File: config.mk
export PLATFORM = sky130hd
export DESIGN_NAME = uart_tx_arbiter
export DESIGN_NICKNAME = d
export VERILOG_FILES = /design/src/rtl/uart_tx_arbiter.sv
export SDC_FILE = /design/constraint.sdc
export NUM_CORES = 1
export LEC_CHECK = 0
export ABC_CLOCK_PERIOD_IN_PS = 4190
export CORE_UTILIZATION = 45
export CTS_CLUSTER_SIZE = 10
export DETAILED_ROUTE_END_ITERATION = 10
export DONT_BUFFER_PORTS = 1
export SLEW_MARGIN = 20
export SYNTH_ARGS = -nofsm -noshare
export SYNTH_HDL_FRONTEND = slang
export SYNTH_SLANG_ARGS = --single-unit
File: constraint.sdc
create_clock -name clk -period 4.19 [get_ports clk]
set_input_delay 0.6285 -clock clk [delete_from_list [all_inputs] [get_ports clk]]
set_output_delay 0.6285 -clock clk [all_outputs]
set_load 0.1 [all_outputs]
File: src/rtl/uart_tx_arbiter.sv
// Round-robin share of one UART TX between NUM_REQ requesters; optional busy-rise watchdog via UART_ARB_TIMEOUT_EN.
// Latency: req_ready/uart_data_en one cycle after req_valid sampled in IDLE; req_done one cycle after tx_busy falls.
// Backpressure: holds off grants while uart_tx_busy is high; requesters hold valid/data until their req_ready pulse.
module uart_tx_arbiter #(
    parameter int NUM_REQ      = 3,
    parameter int DATA_WIDTH   = 25,
    parameter int BUSY_TIMEOUT = 64
) (
    input  logic                                         clk,
    input  logic                                         rst,
    input  logic [NUM_REQ-1:0]                           req_valid,
    input  logic [NUM_REQ*DATA_WIDTH-1:0]                req_data,
    output logic [NUM_REQ-1:0]                           req_ready,
    output logic [NUM_REQ-1:0]                           req_done,
    output logic [DATA_WIDTH-1:0]                        uart_data_input,
    output logic                                         uart_data_en,
    input  logic                                         uart_tx_busy,
    output logic [((NUM_REQ > 1) ? $clog2(NUM_REQ) : 1)-1:0] grant_id,
    output logic                                         arb_busy,
    output logic [NUM_REQ-1:0]                           timeout_err
);
    localparam int GW = (NUM_REQ > 1) ? $clog2(NUM_REQ) : 1;

    typedef enum logic [1:0] {IDLE, START, WAIT_DONE} state_t;

    if (NUM_REQ < 2 || NUM_REQ > 8 || BUSY_TIMEOUT < 1) begin : g_bad_params
        $error("uart_tx_arbiter: NUM_REQ must be 2..8 and BUSY_TIMEOUT >= 1");
    end

    state_t                  r_state, w_state_nxt;
    logic [GW-1:0]           r_last_grant, w_last_nxt;
    logic [GW-1:0]           r_grant_id, w_gid_nxt;
    logic [DATA_WIDTH-1:0]   r_data, w_data_nxt;
    logic                    r_en, w_en_nxt;
    logic                    r_arb_busy;
    logic [NUM_REQ-1:0]      r_ready, w_ready_nxt;
    logic [NUM_REQ-1:0]      r_done, w_done_nxt;
    logic [GW-1:0]           w_winner;
    logic [DATA_WIDTH-1:0]   w_win_data;
    int                      w_best_d;
    int                      w_d;

`ifdef UART_ARB_TIMEOUT_EN
    localparam int CW = $clog2(BUSY_TIMEOUT + 1);
    logic [CW-1:0]           r_cnt, w_cnt_nxt, w_cnt_inc;
    logic [NUM_REQ-1:0]      r_tout, w_tout_nxt;
`endif

    // Winner = valid requester with the smallest rotating distance past last_grant.
    always_comb begin
        w_best_d   = NUM_REQ;
        w_d        = 0;
        w_winner   = '0;
        w_win_data = '0;
        for (int i = 0; i < NUM_REQ; i++) begin
            w_d = i - int'(r_last_grant) - 1;
            if (w_d < 0) w_d = w_d + NUM_REQ;
            if (req_valid[i] && (w_d < w_best_d)) begin
                w_best_d   = w_d;
                w_winner   = GW'(i);
                w_win_data = req_data[i*DATA_WIDTH +: DATA_WIDTH];
            end
        end
    end

    always_comb begin
        w_state_nxt = r_state;
        w_last_nxt  = r_last_grant;
        w_gid_nxt   = r_grant_id;
        w_data_nxt  = r_data;
        w_en_nxt    = r_en;
        w_ready_nxt = '0;
        w_done_nxt  = '0;
`ifdef UART_ARB_TIMEOUT_EN
        w_tout_nxt  = '0;
        w_cnt_inc   = r_cnt + 1'b1;
        w_cnt_nxt   = r_cnt;
`endif
        case (r_state)
            IDLE: begin
                if ((|req_valid) && !uart_tx_busy) begin
                    w_gid_nxt             = w_winner;
                    w_data_nxt            = w_win_data;
                    w_en_nxt              = 1'b1;
                    w_ready_nxt[w_winner] = 1'b1;
                    w_state_nxt           = START;
`ifdef UART_ARB_TIMEOUT_EN
                    w_cnt_nxt             = '0;
`endif
                end
            end
            START: begin
                if (uart_tx_busy) begin
                    w_en_nxt    = 1'b0;
                    w_state_nxt = WAIT_DONE;
                end
`ifdef UART_ARB_TIMEOUT_EN
                else if (w_cnt_inc == CW'(BUSY_TIMEOUT)) begin
                    w_en_nxt               = 1'b0;
                    w_tout_nxt[r_grant_id] = 1'b1;
                    w_last_nxt             = r_grant_id;
                    w_state_nxt            = IDLE;
                end else begin
                    w_cnt_nxt = w_cnt_inc;
                end
`endif
            end
            WAIT_DONE: begin
                if (!uart_tx_busy) begin
                    w_done_nxt[r_grant_id] = 1'b1;
                    w_last_nxt             = r_grant_id;
                    w_state_nxt            = IDLE;
                end
            end
            default: w_state_nxt = IDLE;
        endcase
    end

    always_ff @(posedge clk) begin
        if (rst) begin
            r_state      <= IDLE;
            r_last_grant <= GW'(NUM_REQ - 1);
            r_grant_id   <= '0;
            r_data       <= '0;
            r_en         <= 1'b0;
            r_arb_busy   <= 1'b0;
            r_ready      <= '0;
            r_done       <= '0;
`ifdef UART_ARB_TIMEOUT_EN
            r_cnt        <= '0;
            r_tout       <= '0;
`endif
        end else begin
            r_state      <= w_state_nxt;
            r_last_grant <= w_last_nxt;
            r_grant_id   <= w_gid_nxt;
            r_data       <= w_data_nxt;
            r_en         <= w_en_nxt;
            r_arb_busy   <= (w_state_nxt != IDLE);
            r_ready      <= w_ready_nxt;
            r_done       <= w_done_nxt;
`ifdef UART_ARB_TIMEOUT_EN
            r_cnt        <= w_cnt_nxt;
            r_tout       <= w_tout_nxt;
`endif
        end
    end

    assign req_ready       = r_ready;
    assign req_done        = r_done;
    assign uart_data_input = r_data;
    assign uart_data_en    = r_en;
    assign grant_id        = r_grant_id;
    assign arb_busy        = r_arb_busy;
`ifdef UART_ARB_TIMEOUT_EN
    assign timeout_err     = r_tout;
`else
    assign timeout_err     = '0;
`endif
endmodule

======== After elaboration in Yosys (flattened, before gate mapping) ========
Cells that the tools add are included.
storage, ports and cells
  output and inout port bits .............. 38
  logic and storage cells ................. 72
  bits of input ports ..................... 81
  flip-flop bits (word level) ............. 39
operators by class
  $add $sub $neg .......................... 9
  mux-type cells .......................... 21
  bitwise operators ....................... 4
  equality and inequality tests ........... 4
  order comparisons ....................... 10
  reductions and logical operators ........ 16
operators by type and width
  cell                   count
  $mux W32               5
  $mux W25               3
  $lt A32 B32 Y1         2
  $lt A32 B3 Y1 const B  1
  $add A4 B3 Y5 const B  3
  $lt A4 B1 Y1 const B   3
  $sub A3 B2 Y4 const B  3
  $reduce_or A3 Y1       3
  $mux W2                4
  $logic_and A1 B1 Y1    6
  $lt A2 B3 Y1 const B   2
  $pmux W2 S3            1
  $sub A1 B2 Y3 const A  2
  $mux W1                5
  $demux W1 S2           2
  $ge A2 B1 Y1 const B   2
  $ne A2 B2 Y1 const B   2
  $not A1 Y1             4
  $reduce_and A2 Y1      2
  $reduce_bool A2 Y1     2
  $reduce_and A3 Y1      1
  $sub A2 B2 Y3 const A  1
  $eq A2 B1 Y1 const B   1
  $eq A2 B2 Y1 const B   1
  other kinds (3)        3

======== Depth between registers and ports, before layout ========
Gate-level depths: netlist (run 1).
  depth after elaboration ................. 17
  depth in mapped cells ................... 18
  mapped depth without buffers ............ 16

======== Least setup slack after synthesis (run 1) ========
No wires, ideal clock.
  kind .................................... flip-flop to flip-flop
  start ................................... register r_last_grant[0]
  end ..................................... register r_grant_id[0] (netlist: grant_id[0])
  path buffers ............................ 1
  stages on the path, launching flop included .. 18
  path slack .............................. 0.347 ns
  clock period less this slack ............ 3.843 ns
  arrival time ............................ 3.776 ns
  path through ............................ dfxtp_1 -> inv_1 -> ha_1 -> and2_1 -> ha_1 -> o211a_1 -> o31ai_4 -> a21boi_2 -> nor2b_1 -> a31oi_1 -> ha_1 -> nor3b_1 -> a31o_2 -> and2_4 -> a311oi_4 -> buf_6 -> nand2_1 -> a21oi_2
on the way
  word-level cells in the longest chain between the ends .. 13
ends and longest elaborated chain
  item                                                  RTL line  source
  start: declaration                                    31        logic [GW-1:0] r_last_grant, w_last_nxt;
  start signal: assignment                              122       r_last_grant <= GW'(NUM_REQ - 1);
  start signal: assignment                              135       r_last_grant <= w_last_nxt;
  $sub A1 B2 Y3                                         56        w_d = i - int'(r_last_grant) - 1;
  $sub A3 B2 Y4                                         56
  $add A4 B3 Y5 / $lt A4 B1 Y1 (equally long branches)  57        if (w_d < 0) w_d = w_d + NUM_REQ;
  $mux W32                                              57
  $lt A32 B3 Y1                                         58        if (req_valid[i] && (w_d < w_best_d)) begin
  $logic_and A1 B1 Y1                                   58
  $mux W32                                              58
  $lt A32 B32 Y1                                        58
  $logic_and A1 B1 Y1                                   58
  $mux W32                                              58
  $lt A32 B32 Y1                                        58
  $logic_and A1 B1 Y1                                   58
  $mux W2 *                                             58
  end signal: assignment                                136       r_grant_id <= w_gid_nxt;
  end: declaration                                      32        logic [GW-1:0] r_grant_id, w_gid_nxt;
Mark *: on every way between the ends. The rest lies on a longest branch, timed or not.
A chain may end at the register's enable or synchronous reset.

======== Final worst setup path (run 1) ========
  start ................................... register r_last_grant[1]
  end ..................................... register r_data[11] (netlist: uart_data_input[11])
on the way
  word-level cells in the longest chain between the ends .. 13
ends and longest elaborated chain
  item                                                  RTL line  source
  $sub A1 B2 Y3                                         56
  $sub A3 B2 Y4                                         56
  $add A4 B3 Y5 / $lt A4 B1 Y1 (equally long branches)  57
  $mux W32                                              57
  $lt A32 B3 Y1                                         58
  $logic_and A1 B1 Y1                                   58
  $mux W32                                              58
  $lt A32 B32 Y1                                        58
  $logic_and A1 B1 Y1                                   58
  $mux W32                                              58
  $lt A32 B32 Y1                                        58
  $logic_and A1 B1 Y1                                   58
  $mux W25 *                                            58
  end signal: assignment                                137       r_data <= w_data_nxt;
  end: declaration                                      33        logic [DATA_WIDTH-1:0] r_data, w_data_nxt;
Marked as above.

==> results of run 1 <==
[per-layer routing]
metal / GRT usage (%) / up-vias / wire, µm
met2: 41.0 / 121 / 3550
li1: - / 1265 / -
met3: 7.36 / 14 / 695
met4: 8.91 / 0 / 145
met5: 0 / - / 0
met1: 29.3 / 1171 / 3210
[path summary, 6_finish.rpt]
check | slack, ns | depth (start not counted) | end | startpoint
max | 0.35 | 17 | uart_data_input[11] | r_last_grant[1]
min | 0.39 | 1 | grant_id[0] | rst
max reg2reg | 0.35 | 17 | uart_data_input[11] | r_last_grant[1]
min reg2reg | 0.56 | 2 | grant_id[0] | grant_id[0]
[registers in the layout, summed over array words and instances, names as in the netlist]
name and count:
uart_data_input 25, r_last_grant 2, req_ready 3, grant_id 2
req_done 3, arb_busy 1, r_state 2, uart_data_en 1
[where the power goes]
| group | switching, µW | total (µW) | internal (µW) |
|---|---|---|---|
| logic | 142 | 225 | 83.6 |
| registers | 222 | 622 | 400 |
| clock network | 143 | 380 | 238 |
| total | 507 | 1230 | 721 |
[worst register-to-register path: cells and delay by family (launching register included)]
family                     cells  cell delay [ns]
AOI/OAI and AO/OA              7             1.47
adders and majority gates      3             0.87
buffers and inverters          2             0.34
DFF                            1             0.41
and+or+nand+nor                5             0.70
[kinds of logic after synthesis]
| logic type | share of synthesized area, % |
|---|---|
| DFF | 29.1 |
| adders and majority gates | 7.47 |
| buffers and inverters | 6.21 |
| muxes | 0.373 |
| other | 0.140 |
| and+or+nand+nor | 20.0 |
| AOI/OAI and AO/OA | 36.0 |
| xor gates and xnor gates | 0.653 |
[timing repair]
action                                  4_1_cts  5_1_grt
gates resized for setup                       0        5
buffers inserted                              0        1
endpoints found under the setup margin        0       27
[stage by stage]
stage	power (µW)	utilization (%)	cell area, µm²
6_report	1230	51.5	2890
3_5_place_dp	852	48.5	2720
5_1_grt	1290	51.5	2890
4_1_cts	1240	51.0	2860
3_3_place_gp	848	48.5	2720
2_1_floorplan	811	-	2690
[cells in the final DEF (no fill, tap or decap), types with 2 or more instances in the layout]
| master | instances |
|---|---|
| clkbuf_8 | 5 |
| inv_1 | 5 |
| nor3_1 | 4 |
| buf_6 | 2 |
| nor4b_1 | 3 |
| a21oi_1 | 28 |
| nor2b_1 | 3 |
| bufinv_16 | 2 |
| nand2b_1 | 3 |
| nor2_1 | 27 |
| o21ai_1 | 5 |
| ha_1 | 16 |
| o21ai_0 | 50 |
| a31oi_1 | 28 |
| nand2_1 | 63 |
| dfxtp_1 | 39 |
| o21bai_1 | 25 |
| and2_1 | 3 |
| conb_1 | 3 |
| buf_4 | 10 |
[final cells by class]
type	instances	area (µm²)
Inverter	5	18.8
Sequential cell	39	781
Multi-Input combinational cell	291	1770
Clock buffer	5	68.8
Timing Repair Buffer	12	97.6
Fill cell	593	2720
Clock inverter	3	67.6
Tap cell	72	90.1
==> results.yml, run 1 <==
status:
  outcome: "complete, no violations"
die:
  dieHeight_um: 79.2
  dieArea_um2: 6270
  core-area_um2: 5610
  dieWidth_um: 79.2
  initial_core_util_pct: 47.8
  std_cell_rows: 27
  io_pins: 119
sta:
  max_slew_margin_pct: 24.8
  holdWs_ns: 0.391
  setup_viol: 0
  post-route-period-util_pct: 91.5
  max_freq_mhz: 261
  hold_violations: 0
  slew_viol_final: 0
  fin_crit_ns: 3.84
  worst_slack_ns: 0.355
  worst_pin_slew_ns: 1.13
  grt_setup_unrepaired: "no"
  fin_skew_ns: 0.00893
  finalSetupTns_ns: 0
yosys:
  seq_area_frac_synth_pct: 29.1
  avgSynthCellArea_um2: 7.41
  synth_seq_cells: 39
  synth_top_area_share_pct: 29.1
  async_flop_share_pct: 0
  synth_flop_cell: "dfxtp_1"
  synthTopCellsByCount: "nand2_1, o21ai_0, dfxtp_1"
  ys_types: 48
  synth_area_leaders: "dfxtp_1, o21ai_0, nand2_1, ha_1, o21bai_1"
  synth_area_um2: 2680
  synth_edf_count: 0
  yosysWarnings: 0
  synth.largest_area_cell: "dfxtp_1"
  synth_most_common_cell: "nand2_1"
  syn-instance-count: 362
routing:
  vias: 2571
  routed_wl_mm: 7.61
  drc: 0
  wl_per_cell_um: 17.8
  firstDrtPassIters: 4
  drtIter0Drc: 73
  vias_per_cell: 6.02
  antenna_left: 0
setup_path:
  path_class: "register to register"
  path_cells: "inv_1 -> ha_1 -> and2_1 -> ha_1 -> o211a_1 -> o31ai_4 -> a21boi_4 -> nor2b_1 -> a31oi_1 -> ha_1 -> nor3b_2 -> a31o_2 -> and2_4 -> a311oi_4 -> buf_6 -> nand2_1 -> a31oi_1"
  cp-end-kind: "register"
  critPathMaxFanout: 13
  crit_top_cell: "ha_1"
  crit_buf_inv: 2
  cp_top_family: "compound AO/OA/AOI/OAI gates"
  arrival_ns: 4.06
  crit_slowest_cell: "dfxtp_1"
  worst-endpoint-required_ns: 4.42
  start_kind: "register"
  slowest_delay_ns: 0.41
power:
  leakagePower_uw: 0.00119
  p_per_area_nw_per_um2: 425
  peakVddDrop_mv: 0.185
place:
  hpwl_mm: 5.20
  gp_congestion: 0.907
  dp_slack_ns: 0.160
  placed_cells: 418
  port-buffer-count: 0
clocking:
  cts_sinks: 39
  htree_levels: 2
  clkTransAtPathRegs_ns: 0.09
  cts-buffers-inserted: 5
  hold_buffers: 0
  clock_path_buffers: 2
  clock-root-buffer: "clkbuf_8"
  clk_latency_ns: 0.29
  cts_tree: "built"
hold_path:
  hold_path_class: "input pin to register"
grt:
  grt_max_degree: 53
  antenna_found_initial: 0
  grt_first_pass_wirelength_mm: 12.1
  grt_pass1_vias: 2489
  grt_use_total_pct: 24.5
  grt_overflow: 0
finish:
  antenna_cells: 0
  nets: 451
  drive_above_1_share_pct: 9.58
  area_growth_pct: 7.75
  fin_cells: 427
job:
  cap_violations: 0
Power figures use the tool's default switching activity.
==> run 2: changes to the inputs <==
- CORE_ASPECT_RATIO: default -> 0.7
==> results.yml, run 2 (synthesized netlist as in run 1, its figures left out) <==
status:
  outcome: "complete, no violations"
power:
  pwr-share-seq_pct: 56.5
  p_per_area_nw_per_um2: 387
  leakagePower_uw: 0.00116
  p_int_uw: 600
  peakVddDrop_mv: 0.140
  clockPowerShare_pct: 22.9
  p_sw_share_pct: 45.4
  power_switching_uw: 498
  pwr-share-comb_pct: 20.6
finish:
  final_common_cell: "nand2_1"
  postLayoutCoreUtil_pct: 49.6
  area_growth_pct: 5.83
  antenna_cells: 0
  fin_cells: 431
  nets: 452
  final_cell_area_um2: 2840
  drive_above_1_share_pct: 8.99
  most-common-layout-cells: "nand2_1, o21ai_0, dfxtp_1"
  largest_reg_flops: 25
setup_path:
  start_kind: "register"
  cp-end-kind: "register"
  arrival_ns: 4.11
  critPathMaxFanout: 10
  worst-endpoint-required_ns: 4.39
  path_class: "register to register"
grt:
  grt_first_pass_wirelength_mm: 11.8
  grt_use_total_pct: 24.3
  grt_pass1_vias: 2350
  grt_overflow: 0
  grt_max_degree: 53
  antenna_found_initial: 0
sta:
  slew_viol_final: 0
  fin_crit_ns: 3.90
  max_slew_margin_pct: 28.4
  hold_violations: 0
  grt_setup_unrepaired: "no"
  worst_pin_slew_ns: 1.07
  post-route-period-util_pct: 93.2
  setup_viol: 0
  max_freq_mhz: 256
  finalSetupTns_ns: 0
  worst_slack_ns: 0.287
  fin_skew_ns: 0.00681
die:
  io_pins: 119
  dieHeight_um: 66.6
  dieWidth_um: 94.3
  initial_core_util_pct: 46.8
  core-area_um2: 5730
  dieArea_um2: 6280
  std_cell_rows: 23
routing:
  routed_wl_mm: 7.66
  wl_per_cell_um: 17.8
  drc: 0
  vias: 2543
  firstDrtPassIters: 4
  vias_per_cell: 5.90
  antenna_left: 0
  drtIter0Drc: 109
hold_path:
  hold_path_class: "input pin to register"
place:
  hpwl_mm: 5.27
  dp_slack_ns: 0.221
  placed_area_um2: 2740
  placed_cells: 423
  port-buffer-count: 0
  gp_congestion: 0.809
clocking:
  clkTransAtPathRegs_ns: 0.08
  clock_path_buffers: 2
  cts-buffers-inserted: 5
  htree_levels: 2
  cts_sinks: 39
  cts_tree: "built"
  clk_latency_ns: 0.29
  post-cts-setup-buffers: 0
  clock-root-buffer: "clkbuf_8"
job:
  cap_violations: 0
==> run 2: cell count changes in the layout (fill, tap and decap cells not counted) <==
cell	previous run	this run
buf_4	10	12
bufinv_16	2	0
buf_6	2	1
clkbuf_1	0	1
clkinv_2	0	1
nand2b_1	3	4
nand2b_2	1	0
nor3b_1	1	2
nor3b_2	1	0
==> run 2: through the flow <==
stage	total power, µW	hold slack, ns
after floorplan	811	0.533
after global placement	847	0.532
after detailed placement	853	0.528
after CTS	1100	0.379
after global routing	1160	0.365
final	1100	0.399
==> run 2: layer usage <==
metal  track usage, %  vias up  share of wire, %
met4             5.00        0              0.31
met3             8.11        2               9.5
met1             32.3     1174                45
li1                 -     1267                 -
met5                0        -                 0
met2             38.0      100                45
==> run 2: what timing repair did <==
action,CTS,global route
gates resized for setup,0,2
hold endpoints to repair,0,0
hold buffers,0,0
setup endpoints to repair,0,26
==> run 2: path summary, 6_finish.rpt <==
check / depth (start not counted) / startpoint / slack (ns) / to
setup / recovery: 17 / r_last_grant[1] / 0.29 / uart_data_input[12]
hold / removal: 1 / rst / 0.40 / grant_id[0]
setup reg to reg: 17 / r_last_grant[1] / 0.29 / uart_data_input[12]
hold reg to reg: 2 / grant_id[1] / 0.53 / grant_id[1]
==> run 2: layout make-up <==
type | count | area [µm²]
fill | 580 | 2890
tap | 75 | 93.8
clock inverter | 2 | 12.5
multi-input combinational | 291 | 1760
timing repair buffer | 13 | 101
clock buffer | 6 | 72.6
sequential | 39 | 781
inverter | 5 | 18.8
==> run 2: worst max-delay path, stage by stage, from the launching register on <==
cell and delay [ns]:
dfxtp_1 0.41, inv_1 0.14, ha_1 0.32, and2_1 0.18, ha_1 0.27, o211a_1 0.20, o31ai_4 0.10, a21boi_4 0.29
nor2b_1 0.12, a31oi_1 0.17, ha_1 0.27, nor3b_1 0.16, a31o_2 0.29, and2_4 0.15, a311oi_4 0.29, buf_4 0.24
nand2_1 0.07, a31oi_1 0.16
==> run 2: power by group through the flow <==
stage | registers (µW) | logic, µW | clock network (µW)
after floorplan | 626 | 185 | 0
after global placement | 629 | 219 | 0
after detailed placement | 629 | 224 | 0
after CTS | 621 | 224 | 260
after global routing | 625 | 253 | 278
final | 621 | 226 | 251
==> run 3: changes to the inputs <==
- ABC_AREA: default -> 1
- SKIP_CTS_REPAIR_TIMING: default -> 1
==> results.yml, run 3 <==
status:
  outcome: "complete, no violations"
finish:
  seq_area_um2: 781
  drive_above_1_share_pct: 10.8
  multi_input_area_um2: 1650
  final_common_cell: "nand2_1"
  most-common-layout-cells: "nand2_1, nor2_1, nand3_1"
  largest_reg_flops: 25
  area_growth_pct: 2.81
  antenna_cells: 0
  nets: 513
  fillCellCount: 621
sta:
  worst_pin_slew_ns: 1.06
  fin_crit_ns: 3.77
  hold_violations: 0
  max_freq_mhz: 265
  post-route-period-util_pct: 90.0
  fin_skew_ns: 0.00660
  slew_viol_final: 0
  grt_setup_unrepaired: "no"
  finalSetupTns_ns: 0
  max_slew_margin_pct: 29.0
  setup_viol: 0
setup_path:
  arrival_ns: 3.96
  cp-end-kind: "register"
  critPathMaxFanout: 54
  path_cells: "inv_2 -> ha_1 -> inv_1 -> nor2_1 -> ha_1 -> a211oi_1 -> nand2_1 -> nand2_2 -> nand2_2 -> inv_2 -> o21ai_1 -> nand2_1 -> ha_1 -> a2111oi_1 -> nand2_2 -> nand2_4 -> nand2_8 -> nand3_1 -> nand2_1 -> nor2_1 -> nor2_1"
  worstRegToRegCells: 21
  reg2reg_slack_ns: 0.42
  path_class: "register to register"
  slowest_delay_ns: 0.48
  crit_slowest_cell: "dfxtp_1"
  start_kind: "register"
  worst-endpoint-required_ns: 4.37
place:
  hpwl_mm: 4.79
  gp_congestion: 0.819
  port-buffer-count: 0
die:
  dieHeight_um: 67.5
  dieArea_um2: 6450
  dieWidth_um: 95.5
  initial_core_util_pct: 47.4
  core-area_um2: 5810
  io_pins: 119
  std_cell_rows: 23
yosys:
  synth_edf_count: 0
  seq_area_frac_synth_pct: 28.3
  synth_most_common_cell: "nand2_1"
  avgSynthCellArea_um2: 6.40
  synth_area_um2: 2760
  yosysWarnings: 0
  synth_seq_cells: 39
  synth_area_leaders: "dfxtp_1, nand2_1, nand3_1, nor2_1, ha_1"
  synth_flop_cell: "dfxtp_1"
  syn-instance-count: 431
  synthTopCellsByCount: "nand2_1, nor2_1, nand3_1"
  synth_top_area_share_pct: 28.3
  synth.largest_area_cell: "dfxtp_1"
  async_flop_share_pct: 0
  ys_types: 29
clocking:
  cts-buffers-inserted: 5
  clk_latency_ns: 0.29
  cts_sinks: 39
  htree_levels: 2
  clock_path_buffers: 2
  cts_tree: "built"
  clock-root-buffer: "clkbuf_8"
  clkTransAtPathRegs_ns: 0.08
job:
  cap_violations: 0
hold_path:
  hold_path_class: "input pin to register"
  hold_depth: 1
routing:
  drtIter0Drc: 94
  wl_per_cell_um: 14.2
  routed_wl_mm: 6.99
  vias_per_cell: 5.13
  firstDrtPassIters: 4
  vias: 2526
  drc: 0
  antenna_left: 0
power:
  total_power_uw: 1140
  leakagePower_uw: 0.00148
  p_per_area_nw_per_um2: 403
  peakVddDrop_mv: 0.140
grt:
  grt_max_degree: 55
  grt_first_pass_wirelength_mm: 10.5
  antenna_found_initial: 0
  grt_use_total_pct: 21.4
  grt_overflow: 0
  grt_pass1_vias: 2162
## run 3: cell count changes after synthesis, moves of 25 or more
cell	before	now
nand3_1	1	58
nand2_1	63	105
inv_1	5	45
nor2_1	27	61
a31oi_1	28	1
a21oi_1	28	2
o21bai_1	25	0
## run 3: where the power goes
part           leakage, µW  total [µW]  internal (µW)  switching [µW]
clock            0.0000412         258            117             142
combinational      0.00112         241           78.3             162
sequential        0.000321         642            402             241
total              0.00148        1140            597             545
## run 3: worst paths after layout
path,end,from
max reg2reg,uart_data_input[14],r_last_grant[0]
min reg2reg,r_last_grant[0],r_last_grant[0]
max,uart_data_input[14],r_last_grant[0]
min,arb_busy,rst
## run 3: cell families (layout without fill, tap and decap cells)
kind of cell | count (synthesis) | in the layout | synth area share [%]
adder cells (fa/ha/maj) | 16 | 16 | 7.26
AND/OR/NAND/NOR | 258 | 258 | 43.9
buffers and inverters | 79 | 63 | 12.8
other | 1 | 3 | 0.136
flip-flops | 39 | 39 | 28.3
AO/OA/AOI/OAI | 37 | 37 | 7.26
XOR/XNOR | 1 | 1 | 0.318
## run 3: area by class of cell
| cell class | count | share of cell area, % |
|---|---|---|
| Clock buffer | 6 | 2.56 |
| Clock inverter | 2 | 0.442 |
| Inverter | 50 | 6.62 |
| Multi-Input combinational cell | 315 | 58.2 |
| Sequential cell | 39 | 27.5 |
| Tap cell | 75 | 3.31 |
| Timing Repair Buffer | 5 | 1.32 |
## run 3: metal layers
layer	up-vias	GRT usage, %	share of wire, %
li1	1323	-	-
met1	1107	29.7	47
met2	89	32.3	43
met3	7	5.74	8.4
met4	0	6.72	1.1
met5	-	0	0
## run 3: critical path: cells and delay by family, from the launching register on
kind,cells,cell delay (ns)
flops,1,0.48
fa+ha+maj,3,0.76
simple gates,12,1.30
compound gates,3,0.76
buf+inv,3,0.32
## run 3: through the flow
| step | utilization [%] | area (µm²) | cells | worst slack [ns] | hold slack (ns) |
|---|---|---|---|---|---|
| finish | 48.8 | 2830 | 492 | 0.418 | 0.395 |
| global route | 48.8 | 2830 | 492 | 0.0422 | 0.381 |
| CTS | 48.6 | 2830 | 492 | 0.286 | 0.390 |
| detailed placement | 47.1 | 2740 | 484 | 0.304 | 0.608 |
| global placement | 47.1 | 2740 | 484 | 0.410 | 0.624 |
| floorplan | - | 2760 | 433 | 0.167 | 0.557 |
